## config.mk

```make
export PLATFORM = sky130hd
export DESIGN_NAME = lane_pattern_bank
export DESIGN_NICKNAME = d
export VERILOG_FILES = /design/src/rtl/lane_pattern_bank.sv
export SDC_FILE = /design/constraint.sdc
export NUM_CORES = 1
export LEC_CHECK = 0
export BUFFER_PORTS_ARGS = -buffer_cell sky130_fd_sc_hd__buf_2
export CORE_MARGIN = 2
export CORE_UTILIZATION = 40
export CTS_CLUSTER_SIZE = 12
export DETAILED_ROUTE_END_ITERATION = 7
export HOLD_SLACK_MARGIN = 0.02
export SYNTH_ARGS = -nofsm -noshare
export SYNTH_HDL_FRONTEND = slang
export SYNTH_SLANG_ARGS = --single-unit
```

## constraint.sdc

```tcl
create_clock -name clk -period 20.5 [get_ports clk]
set_input_delay 4.1 -clock clk [delete_from_list [all_inputs] [get_ports clk]]
set_output_delay 4.1 -clock clk [all_outputs]
set_load 0.1 [all_outputs]
```

## src/rtl/lane_pattern_bank.sv

```systemverilog
// rtl/lane_pattern_bank.sv - packed multi-lane pattern bank with per-lane/broadcast writes, fill sweep and registered read
// Optional parity storage and checking enabled by defining PATTERN_BANK_PARITY_EN.
module lane_pattern_bank #(
  parameter int LANES = 3,
  parameter int LANE_W = 64,
  parameter int DEPTH = 4,
  parameter logic [LANE_W-1:0] RESET_PATTERN = '0,
  localparam int AW = $clog2(DEPTH),
  localparam int LW = (LANES > 1) ? $clog2(LANES) : 1,
  localparam int EW = LANES * LANE_W
) (
  input  logic              clk,
  input  logic              rst,
  input  logic              wr_en,
  input  logic [AW-1:0]     wr_addr,
  input  logic [LW-1:0]     wr_lane,
  input  logic              wr_all,
  input  logic [LANE_W-1:0] wr_data,
  output logic              wr_err,
  input  logic              fill_start,
  input  logic [LANE_W-1:0] fill_value,
  output logic              busy,
  output logic              done,
  input  logic              rd_en,
  input  logic [AW-1:0]     rd_addr,
  output logic [EW-1:0]     rd_data,
  output logic              rd_valid
`ifdef PATTERN_BANK_PARITY_EN
  ,
  input  logic              wr_par_flip,
  output logic              rd_par_err
`endif
);

  typedef enum logic [1:0] {S_IDLE, S_FILL, S_DONE} state_t;

  state_t            state;
  logic [AW-1:0]     idx;
  logic [LANE_W-1:0] fill_val;
  logic [EW-1:0]     mem [DEPTH];
  logic [EW-1:0]     wr_entry;
  logic              wr_ok;
  logic              rd_ok;

`ifdef PATTERN_BANK_PARITY_EN
  logic [DEPTH-1:0]  par;
`endif

  // Merge the addressed lane(s) into the current entry so per-lane writes keep the other lanes.
  always_comb begin
    wr_entry = mem[wr_addr];
    for (int l = 0; l < LANES; l++) begin
      if (wr_all || (LW'(l) == wr_lane)) begin
        wr_entry[(LANES-l)*LANE_W-1 -: LANE_W] = wr_data;
      end
    end
    wr_ok = wr_en && (state != S_FILL) && (32'(wr_addr) < DEPTH) &&
            (wr_all || (32'(wr_lane) < LANES));
    rd_ok = 32'(rd_addr) < DEPTH;
  end

  always_ff @(posedge clk) begin
    if (rst) begin
      for (int d = 0; d < DEPTH; d++) begin
        mem[d] <= {LANES{RESET_PATTERN}};
      end
      state    <= S_IDLE;
      idx      <= '0;
      fill_val <= '0;
      busy     <= 1'b0;
      done     <= 1'b0;
      wr_err   <= 1'b0;
      rd_data  <= '0;
      rd_valid <= 1'b0;
`ifdef PATTERN_BANK_PARITY_EN
      par        <= {DEPTH{^{LANES{RESET_PATTERN}}}};
      rd_par_err <= 1'b0;
`endif
    end else begin
      wr_err <= wr_en && !wr_ok;
      done   <= 1'b0;

      if (wr_ok) begin
        mem[wr_addr] <= wr_entry;
`ifdef PATTERN_BANK_PARITY_EN
        par[wr_addr] <= (^wr_entry) ^ wr_par_flip;
`endif
      end

      // A same-cycle write in IDLE lands first; the sweep starts on the following edge.
      case (state)
        S_IDLE: begin
          if (fill_start) begin
            fill_val <= fill_value;
            idx      <= '0;
            busy     <= 1'b1;
            state    <= S_FILL;
          end
        end
        S_FILL: begin
          mem[idx] <= {LANES{fill_val}};
`ifdef PATTERN_BANK_PARITY_EN
          par[idx] <= ^{LANES{fill_val}};
`endif
          idx <= idx + 1'b1;
          if (idx == AW'(DEPTH - 1)) begin
            busy  <= 1'b0;
            done  <= 1'b1;
            state <= S_DONE;
          end
        end
        S_DONE:  state <= S_IDLE;
        default: state <= S_IDLE;
      endcase

      // Reads sample the array before this edge's write, giving read-first behaviour.
      rd_valid <= rd_en;
      if (rd_en) begin
        rd_data <= rd_ok ? mem[rd_addr] : '0;
`ifdef PATTERN_BANK_PARITY_EN
        rd_par_err <= rd_ok && ((^mem[rd_addr]) != par[rd_addr]);
`endif
      end
    end
  end

endmodule

```

Word level (Yosys, flattened, before mapping)
Memory sizes are Yosys's and may differ from the RTL's. A register that Yosys moved wholly into a read port is not among the register bits.
Cells that the tools add are included.

word-level totals
  register bits = 72
  bits in writable memories = 768
  bits of input ports = 140
  output and inout bits = 196
  word-level logic and storage cells = 68
  memories kept = 1

cells by class
  add/subtract/negate cells = 1
  order comparisons = 1
  equality and inequality tests = 10
  multiplexer cells = 26
  bitwise logic cells = 1
  reductions and logical operators = 21

memory list
  memory  words  width  rd ports  clocked after Yosys merged registers in  write ports  line  text
  mem     4      192    1         1                                        4            40    logic [EW-1:0] mem [DEPTH];

operators by type and width
  operator             number
  $mux 192             2
  $reduce_or 192->1    2
  $mux 64              3
  $reduce_and 2->1     6
  $mux 1               11
  $mux 2               5
  $pmux 2 s2           2
  $mux 3               2
  $logic_not 2->1      2
  $logic_or 1x1->1     4
  $ne 2x2->1 const B   2
  $logic_and 1x1->1    3
  $ne 1x1->1 const B   3
  $reduce_and 3->1     1
  $add 2x1->2 const B  1
  $eq 1x2->1 const A   1
  $eq 2x1->1 const B   1
  $eq 2x2->1 const A   1
  $eq 2x2->1 const B   1
  $lt 2x2->1 const B   1
  $ne 2x1->1 const B   1
  $pmux 1 s2           1
  $reduce_bool 2->1    1
  $reduce_or 2->1      1
  2 further kinds      2

Logic depth before layout (Yosys ltp)
Gate-level depths: netlist of the first run.

  depth in word-level cells = 10
  depth in mapped cells = 9
  depth with buffers taken out = 4

Worst setup path before layout of the first run
Ideal clock, no wire load.

  kind = input -> register
  from = in rst
  to = mem mem[1][0] (netlist bit) (enable)
  library setup time = 0.574 ns
  arrival time = 9.439 ns
  path slack = 10.487 ns
  cell stages on the path = 6
  path buffers = 2
  path through = buf_2 -> nor2_1 -> nor4bb_1 -> buf_2 -> nand2b_1 -> o21ai_0

RTL lines
  item         line  text
  from (decl)  13    input logic rst,
  to (decl)    40

==> flow_metrics.env, run 1 <==
export IMPL_cp_cell_sequence="buf_2, and3b_1, nor4bb_2, a32oi_4, buf_4, buf_12, o21bai_4, buf_4"
export IMPL_critPathCaptureType="register"
export IMPL_antenna_found_initial=5
export IMPL_die_area_sq_um=108000
export IMPL_yosys_warnings=0
export IMPL_antennaDiodeCount=0
export IMPL_overflow=0
export IMPL_ios=336
export IMPL_clockRootBuffer="clkbuf_16"
export IMPL_postSynth_asyncResetShare_pct=0
export IMPL_synthFlopType="edfxtp_1"
export IMPL_multiInputGateArea_sq_um=12700
export IMPL_cts_hold_buf=0
export IMPL_ir_worst_vdd_uv=66.7
export IMPL_cts_setup_buffers=0
export IMPL_fin_crit_sh_pct=38.1
export IMPL_post_dp_hpwl_mm=69.6
export IMPL_criticalPathCategory="in -> reg"
export IMPL_path_delay_family="buffers and inverters"
export IMPL_critPathLaunch="wr_all"
export IMPL_crit_buf_inv=4
export IMPL_track_usage_pct=21.2
export IMPL_first_pass_iters=5
export IMPL_regToRegStartpoint="state[0]$_SDFFE_PP0P_"
export IMPL_rsz0062_at_grt="false"
export IMPL_vias_per_cell=5.46
export IMPL_finalSetupTns_ns=0
export IMPL_hold_ws_ns=0.464
export IMPL_synth_top_area_share_pct=54.6
export IMPL_p_per_area_nw_per_um2=102
export IMPL_ant_nets=0
export IMPL_core_area_sq_um=105000
export IMPL_drive_above_1_share_pct=30.2
export IMPL_leakagePower_nw=18.2
export IMPL_synth_enable_flop_cells=768
export IMPL_ff_latch_area_sq_um=28300
export IMPL_finalPower_mw=4.95
export IMPL_max_clock_path_buffers=3
export IMPL_status="finished, final reports clean"
export IMPL_setup_viol=0
export IMPL_worstPathArrival_ns=8.12
export IMPL_yosysMostFrequentCell="edfxtp_1"
export IMPL_start_util_pct=40.2
export IMPL_cp_max_fo=100
export IMPL_vias=24900
export IMPL_grt_pass1_wl_mm=170
export IMPL_avgSynthCellArea_sq_um=15.0
export IMPL_grt_max_degree=101
export IMPL_synth_common_cells="768 x edfxtp_1, 397 x nor2_1, 264 x dfxtp_1, 243 x nor3_1, 193 x mux2i_1"
export IMPL_required_ns=20.80
export IMPL_ys_top_cells_by_area="edfxtp_1 55%, dfxtp_1 13%, mux4_2 10%"
export IMPL_drc=0
export IMPL_yosysTopAreaCell="edfxtp_1"
export IMPL_hold_class="reg -> reg"
export IMPL_critPathSlowestCell="nor4bb_2"
export IMPL_finalMaxSlewViolations=0
export IMPL_clk_latency_ns=0.68
export IMPL_drt_total_wl_mm=116
export IMPL_yosysSeqAreaShare_pct=67.1
export IMPL_relSlewSlack_pct=19.4
export IMPL_fillCellCount=9253
export IMPL_path_clk_slew_ns=0.06
export IMPL_placementRows=119
export IMPL_ys_types=37
export IMPL_start_kind="primary input"
export IMPL_ctsResizeCount=0
export IMPL_slowest_delay_ns=1.02
export IMPL_worstMarginPinSlew_ns=1.21
export IMPL_die_x_um=329
export IMPL_io_buffers=335
export IMPL_skew_ns=0.0211
export IMPL_wl_per_cell_um=25.5
export IMPL_cp_common_cell="buf_4"
export IMPL_syn_area_sq_um=42300
export IMPL_cts_htree_levels=3
export IMPL_nNetsFinal=3214
export IMPL_grt_pass1_vias=24700
export IMPL_die_y_um=329
export IMPL_ys_ff_latch=1032
export IMPL_max_freq_ghz=0.128
export IMPL_cts_tree="built"
export IMPL_syn_to_final_growth_pct=14.9
export IMPL_initialDrtViolationCount=2491
export IMPL_drv_cap=0
export IMPL_fin_crit_ns=7.82
export IMPL_syn_nets=2957
export IMPL_syn_inst=2816
export IMPL_cts_made_buffers=109
export IMPL_hp_start="fill_val[12]$_SDFFE_PP0P_"
export IMPL_cts_sinks=1032
export IMPL_hold_viol=0
export IMPL_gp_congestion=0.773
through the flow:
| step | util (%) | area [sq um] | setup slack, ns | instances |
|---|---|---|---|---|
| floorplan | - | 42300 | 10.49 | 2816 |
| global placement | 42.9 | 45100 | 12.06 | 4353 |
| detailed placement | 42.9 | 45100 | 11.94 | 4353 |
| CTS | 46.2 | 48500 | 12.65 | 4558 |
| global route | 46.2 | 48500 | 12.42 | 4558 |
| finish | 46.2 | 48500 | 12.68 | 4558 |
layer usage:
metal	share of wire, %	global-route usage (%)
met5	0.021	0
met4	2.1	5.33
met3	7.3	3.93
met2	47	33.5
met1	44	30.4
cells by family after synthesis:
kind of cell | count (synthesis) | share of synthesized area (%)
flops | 1032 | 67.1
mux | 385 | 14.8
buf+inv | 300 | 3.29
simple gates | 940 | 11.4
compound gates | 158 | 3.40
fa+ha+maj | 1 | 0.0296
layout make-up:
cell class	count	area share, %
clock buffers	169	6.50
clock inverters	36	0.500
inverters	66	0.510
multi-input cells	1484	26.3
flip-flops and latches	1032	58.4
well taps	1391	3.59
repair buffers	380	4.26
state kept, by name, indices dropped and copies added (netlist names):
register / flops
state: 2
idx: 2
rd_valid: 1
wr_err: 1
rd_data: 192
done: 1
fill_val: 64
mem: 768
busy: 1
final timing paths:
check,end,slack (ns),cells after the start
hold reg to reg,fill_val[12]$_SDFFE_PP0P_,0.46,2
setup reg to reg,mem[0][171]$_SDFFCE_PN0P_,15.75,7
hold / removal,fill_val[12]$_SDFFE_PP0P_,0.46,2
setup / recovery,mem[0][171]$_SDFFCE_PN0P_,12.68,8
worst reg2reg max path: stages (launching register included):
cell and delay [ns]:
dfxtp_1 0.44, nor2b_1 0.36, nor4bb_2 1.06, a32oi_4 0.03, buf_4 0.44, buf_12 0.39
o21bai_4 0.95, buf_4 0.66
cells in the final DEF, fill, tap and decap left out, drive strengths merged, types with 7 or more instances in the layout:
cell type,instances
mux2i,193
mux4,192
o21ai,12
clkbuf,170
nand2,131
nor2,398
nor3,391
nor2b,7
clkinv,30
edfxtp,768
inv,70
a21oi,68
a22oi,64
dfxtp,264
buf,379
power breakdown:
group	leakage, nW	total (mW)	internal (mW)	switching, mW
clock	1.66	1.89	1.08	0.811
sequential	10.2	2.44	2.39	0.0511
combinational	6.31	0.613	0.144	0.469
total	18.2	4.95	3.61	1.33
(Power assumes the default switching activity.)
==> inputs of run 2 (changes only) <==
clock period = 7 ns   (was 20.5 ns; I/O delays follow)
==> flow_metrics.env, run 2 (synthesis results as in run 1) <==
export IMPL_ir_worst_vdd_uv=187
export IMPL_power_switching_share_pct=26.8
export IMPL_hold_class="reg -> reg"
export IMPL_drc=0
export IMPL_vias=24900
export IMPL_p_clk_share_pct=39.3
export IMPL_cp_cell_sequence="buf_8, buf_4, nor2_4, a22o_1, nor2_4, buf_4"
export IMPL_hold_viol=0
export IMPL_skew_ns=0.0250
export IMPL_clk_latency_ns=0.69
export IMPL_io_buffers=335
export IMPL_vias_per_cell=5.46
export IMPL_p_seq_share_pct=48.3
export IMPL_fin_crit_ns=4.31
export IMPL_finalSetupTns_ns=0
export IMPL_drive_above_1_share_pct=30.7
export IMPL_layout_commonest_cell="edfxtp_1"
export IMPL_regToRegStartpoint="state[0]$_SDFFE_PP0P_"
export IMPL_crit_end="mem[3][55]$_DFFE_PP_"
export IMPL_post_dp_hpwl_mm=69.3
export IMPL_core_area_sq_um=105000
export IMPL_worstPathArrival_ns=4.60
export IMPL_ant_nets=0
export IMPL_intPower_mw=10.8
export IMPL_first_pass_iters=7
export IMPL_cts_hold_buf=0
export IMPL_worstMarginPinSlew_ns=1.16
export IMPL_timing_rr_end="mem[0][103]$_SDFFCE_PN0P_"
export IMPL_gp_congestion=0.759
export IMPL_critPathSlowestCell="buf_4"
export IMPL_largestRegisters="mem x768, rd_data x192, fill_val x64"
export IMPL_relSlewSlack_pct=22.5
export IMPL_die_x_um=329
export IMPL_layout_common_cells="768 x edfxtp_1, 393 x nor2_1, 331 x buf_2, 264 x dfxtp_1, 242 x nor3_1"
export IMPL_cts_setup_buffers=0
export IMPL_path_delay_family="buffers and inverters"
export IMPL_p_per_area_nw_per_um2=302
export IMPL_place_ws_ns=1.97
export IMPL_antenna_found_initial=4
export IMPL_ff_latch_area_sq_um=28300
export IMPL_crit_buf_inv=3
export IMPL_leakagePower_nw=18.3
export IMPL_grt_pass1_vias=24600
export IMPL_overflow=0
export IMPL_worst_slack_ns=2.69
export IMPL_setup_viol=0
export IMPL_critPathCaptureType="register"
export IMPL_cts_sinks=1032
export IMPL_cp_depth=6
export IMPL_ff2ff_setup_slack_ns=2.76
export IMPL_p_comb_share_pct=12.4
export IMPL_path_clk_slew_ns=0.06
export IMPL_placementRows=119
export IMPL_criticalPathCategory="in -> reg"
export IMPL_clockRootBuffer="clkbuf_16"
export IMPL_fillCellCount=9352
export IMPL_start_kind="primary input"
export IMPL_max_freq_ghz=0.232
export IMPL_grt_max_degree=139
export IMPL_drt_total_wl_mm=118
export IMPL_fin_crit_sh_pct=61.5
export IMPL_status="finished, final reports clean"
export IMPL_wl_per_cell_um=25.8
export IMPL_max_clock_path_buffers=3
export IMPL_cts_made_buffers=110
export IMPL_rsz0062_at_grt="false"
export IMPL_die_area_sq_um=108000
export IMPL_syn_to_final_growth_pct=15.7
export IMPL_ctsResizeCount=0
export IMPL_finalMaxSlewViolations=0
export IMPL_nNetsFinal=3220
export IMPL_ios=336
export IMPL_drv_cap=0
export IMPL_track_usage_pct=21.5
export IMPL_grt_pass1_wl_mm=172
export IMPL_initialDrtViolationCount=2364
export IMPL_critPathLaunch="rst"
export IMPL_die_y_um=329
export IMPL_worstRegToRegCells=7
export IMPL_cp_max_fo=75
export IMPL_required_ns=7.30
export IMPL_cts_tree="built"
export IMPL_slowest_delay_ns=0.87
export IMPL_multiInputGateArea_sq_um=12700
export IMPL_cts_htree_levels=3
export IMPL_largest_reg_flops=768
export IMPL_p_sw_mw=3.96
export IMPL_start_util_pct=40.2
export IMPL_largest_register="mem"
-- run 2: how the worst min path moves through the flow --
stage	start	to	slack, ns	cells after the start
2_1_floorplan	fill_val[0]$_SDFFE_PP0P_	fill_val[0]$_SDFFE_PP0P_	0.45	2
4_1_cts	fill_val[1]$_SDFFE_PP0P_	fill_val[1]$_SDFFE_PP0P_	0.46	2
5_1_grt	fill_val[14]$_SDFFE_PP0P_	fill_val[14]$_SDFFE_PP0P_	0.48	2
3_3_place_gp	fill_val[35]$_SDFFE_PP0P_	fill_val[35]$_SDFFE_PP0P_	0.45	2
6_report	fill_val[1]$_SDFFE_PP0P_	fill_val[1]$_SDFFE_PP0P_	0.46	2
3_5_place_dp	fill_val[12]$_SDFFE_PP0P_	fill_val[12]$_SDFFE_PP0P_	0.46	2
-- run 2: metal layers --
| metal | global-route usage [%] | wire, um |
|---|---|---|
| met1 | 31.5 | 52300 |
| met2 | 33.3 | 54800 |
| met3 | 4.38 | 8980 |
| met4 | 4.52 | 1790 |
| met5 | 0 | 16 |
-- run 2: through the flow --
| stage | std cells | util, % | total power [mW] | hold slack, ns | instance area (sq um) |
|---|---|---|---|---|---|
| 6_report | 4568 | 46.5 | 14.8 | 0.462 | 48900 |
| 5_1_grt | 4566 | 46.5 | 15.2 | 0.484 | 48900 |
| 4_1_cts | 4566 | 46.5 | 14.9 | 0.464 | 48900 |
| 3_5_place_dp | 4358 | 43.1 | 9.12 | 0.458 | 45300 |
| 3_3_place_gp | 4358 | 43.1 | 9.10 | 0.452 | 45300 |
| 2_1_floorplan | 2816 | - | 8.55 | 0.447 | 42300 |
-- run 2: area by class of cell --
class	count	area share, %
Inverter	66	0.507
Multi-Input combinational cell	1484	26.1
Clock buffer	178	6.81
Sequential cell	1032	58.0
Clock inverter	30	0.563
Timing Repair Buffer	385	4.51
Antenna cell	2	0.0102
Tap cell	1391	3.56
-- run 2: worst register-to-register path, delay by kind of cell (launching register included) --
kind,cells,cell delay [ns]
compound gates,1,0.19
buf+inv,3,2.11
flops,1,0.62
simple gates,3,1.03
-- run 2: power by group through the flow --
| stage | sequential [mW] | combinational, mW | clock [mW] |
|---|---|---|---|
| after floorplan | 7.78 | 0.773 | 0 |
| after global placement | 7.25 | 1.85 | 0 |
| after detailed placement | 7.26 | 1.85 | 0 |
| after CTS | 7.14 | 1.86 | 5.90 |
| after global routing | 7.17 | 1.92 | 6.15 |
| final | 7.13 | 1.84 | 5.81 |
==> inputs of run 3 (changes only) <==
clock period = 4.4 ns   (was 7 ns; I/O delays follow)
==> flow_metrics.env, run 3 (synthesis results as in run 1) <==
export IMPL_fin_crit_sh_pct=78.9
export IMPL_antenna_found_initial=4
export IMPL_cts_htree_levels=3
export IMPL_worstPathArrival_ns=3.78
export IMPL_gp_congestion=0.780
export IMPL_required_ns=4.71
export IMPL_placementRows=119
export IMPL_post_dp_hpwl_mm=68.9
export IMPL_antennaDiodeCount=0
export IMPL_drc=0
export IMPL_cp_cell_sequence="nor2b_1, buf_4, nor4bb_2, nand2b_1, o21ai_4, buf_12"
export IMPL_vias=24900
export IMPL_path_delay_family="simple AND/OR/NAND/NOR gates"
export IMPL_setup_viol=0
export IMPL_track_usage_pct=21.1
export IMPL_die_area_sq_um=108000
export IMPL_ant_nets=0
export IMPL_cts_tree="built"
export IMPL_io_buffers=335
export IMPL_grt_pass1_wl_mm=170
export IMPL_critPathSlowestCell="nor4bb_2"
export IMPL_hold_class="in -> reg"
export IMPL_rsz0062_at_grt="false"
export IMPL_worst_slack_ns=0.927
export IMPL_finalMaxSlewViolations=0
export IMPL_largest_register="mem"
export IMPL_core_area_sq_um=105000
export IMPL_placed_area_sq_um=45700
export IMPL_grt_pass1_vias=25200
export IMPL_fin_util_pct=46.8
export IMPL_crit_buf_inv=2
export IMPL_skew_ns=0.0207
export IMPL_max_freq_ghz=0.288
export IMPL_wl_per_cell_um=25.0
export IMPL_ir_worst_vdd_uv=290
export IMPL_start_util_pct=40.2
export IMPL_layout_common_cells="768 x edfxtp_1, 393 x nor2_1, 331 x buf_2, 264 x dfxtp_1, 242 x nor3_1"
export IMPL_overflow=0
export IMPL_criticalPathCategory="reg -> reg"
export IMPL_cp_max_fo=64
export IMPL_fin_crit_ns=3.47
export IMPL_nNetsFinal=3241
export IMPL_grt_max_degree=102
export IMPL_leakagePower_nw=18.4
export IMPL_drive_above_1_share_pct=30.9
export IMPL_numPlacedInstances=4378
export IMPL_ctsResizeCount=0
export IMPL_vias_per_cell=5.42
export IMPL_status="finished, final reports clean"
export IMPL_ios=336
export IMPL_start_kind="register"
export IMPL_path_clk_slew_ns=0.06
export IMPL_cts_setup_buffers=0
export IMPL_cts_hold_buf=0
export IMPL_finalPower_mw=23.3
export IMPL_finalSetupTns_ns=0
export IMPL_cp_depth=6
export IMPL_drt_total_wl_mm=115
export IMPL_max_clock_path_buffers=3
export IMPL_hold_ws_ns=0.430
export IMPL_die_y_um=329
export IMPL_slowest_delay_ns=1.00
export IMPL_critPathCaptureType="register"
export IMPL_hold_viol=0
export IMPL_layout_commonest_cell="edfxtp_1"
export IMPL_clk_latency_ns=0.68
export IMPL_first_pass_iters=5
export IMPL_cts_made_buffers=111
export IMPL_die_x_um=329
export IMPL_stdcell_count=4582
export IMPL_worstRegToRegCells=6
export IMPL_largestRegisters="mem x768, rd_data x192, fill_val x64"
export IMPL_relSlewSlack_pct=18.2
export IMPL_min_delay_path_depth=3
export IMPL_syn_to_final_growth_pct=16.4
export IMPL_place_ws_ns=0.464
export IMPL_worstMarginPinSlew_ns=1.22
export IMPL_cts_sinks=1032
export IMPL_clockRootBuffer="clkbuf_16"
export IMPL_largest_reg_flops=768
export IMPL_initialDrtViolationCount=2423
export IMPL_fin_area_sq_um=49200
export IMPL_drv_cap=0
export IMPL_fillCellCount=9287
export IMPL_p_per_area_nw_per_um2=474
[run 3: power by group]
| group | internal [mW] | switching, mW |
|---|---|---|
| clock | 5.24 | 3.79 |
| sequential | 11.1 | 0.214 |
| combinational | 0.736 | 2.22 |
[run 3: final cells by class]
class / instances / area [sq um] / area share [%]
clock buffer: 160 / 3150 / 6.40
clock inverter: 44 / 359 / 0.730
inverter: 66 / 248 / 0.503
multi-input combinational: 1484 / 12700 / 25.9
sequential: 1032 / 28300 / 57.6
tap: 1391 / 1740 / 3.54
timing repair buffer: 405 / 2620 / 5.32
[run 3: worst paths after layout]
path / start / slack [ns] / to
worst max-delay path: state[1]$_SDFFE_PP0P_ / 0.93 / mem[1][27]$_SDFFCE_PN0P_
worst min-delay path: fill_value[34] / 0.43 / fill_val[34]$_SDFFE_PP0P_
worst max register to register: state[1]$_SDFFE_PP0P_ / 0.93 / mem[1][27]$_SDFFCE_PN0P_
worst min register to register: fill_val[42]$_SDFFE_PP0P_ / 0.46 / fill_val[42]$_SDFFE_PP0P_
[run 3: tightest hold or removal path, stage by stage]
cell	delay, ns
buf_2	0.09
nand2_1	0.04
a21oi_1	0.05
[run 3: routing by layer]
layer,vias up,GRT usage (%),part of all wire [%],routed length [um]
met5,-,0,0.030,34
met4,6,6.04,2.5,2900
met3,162,4.49,7.6,8720
met2,867,32.5,46,52500
met1,12700,30.4,44,50500
li1,11100,-,-,-
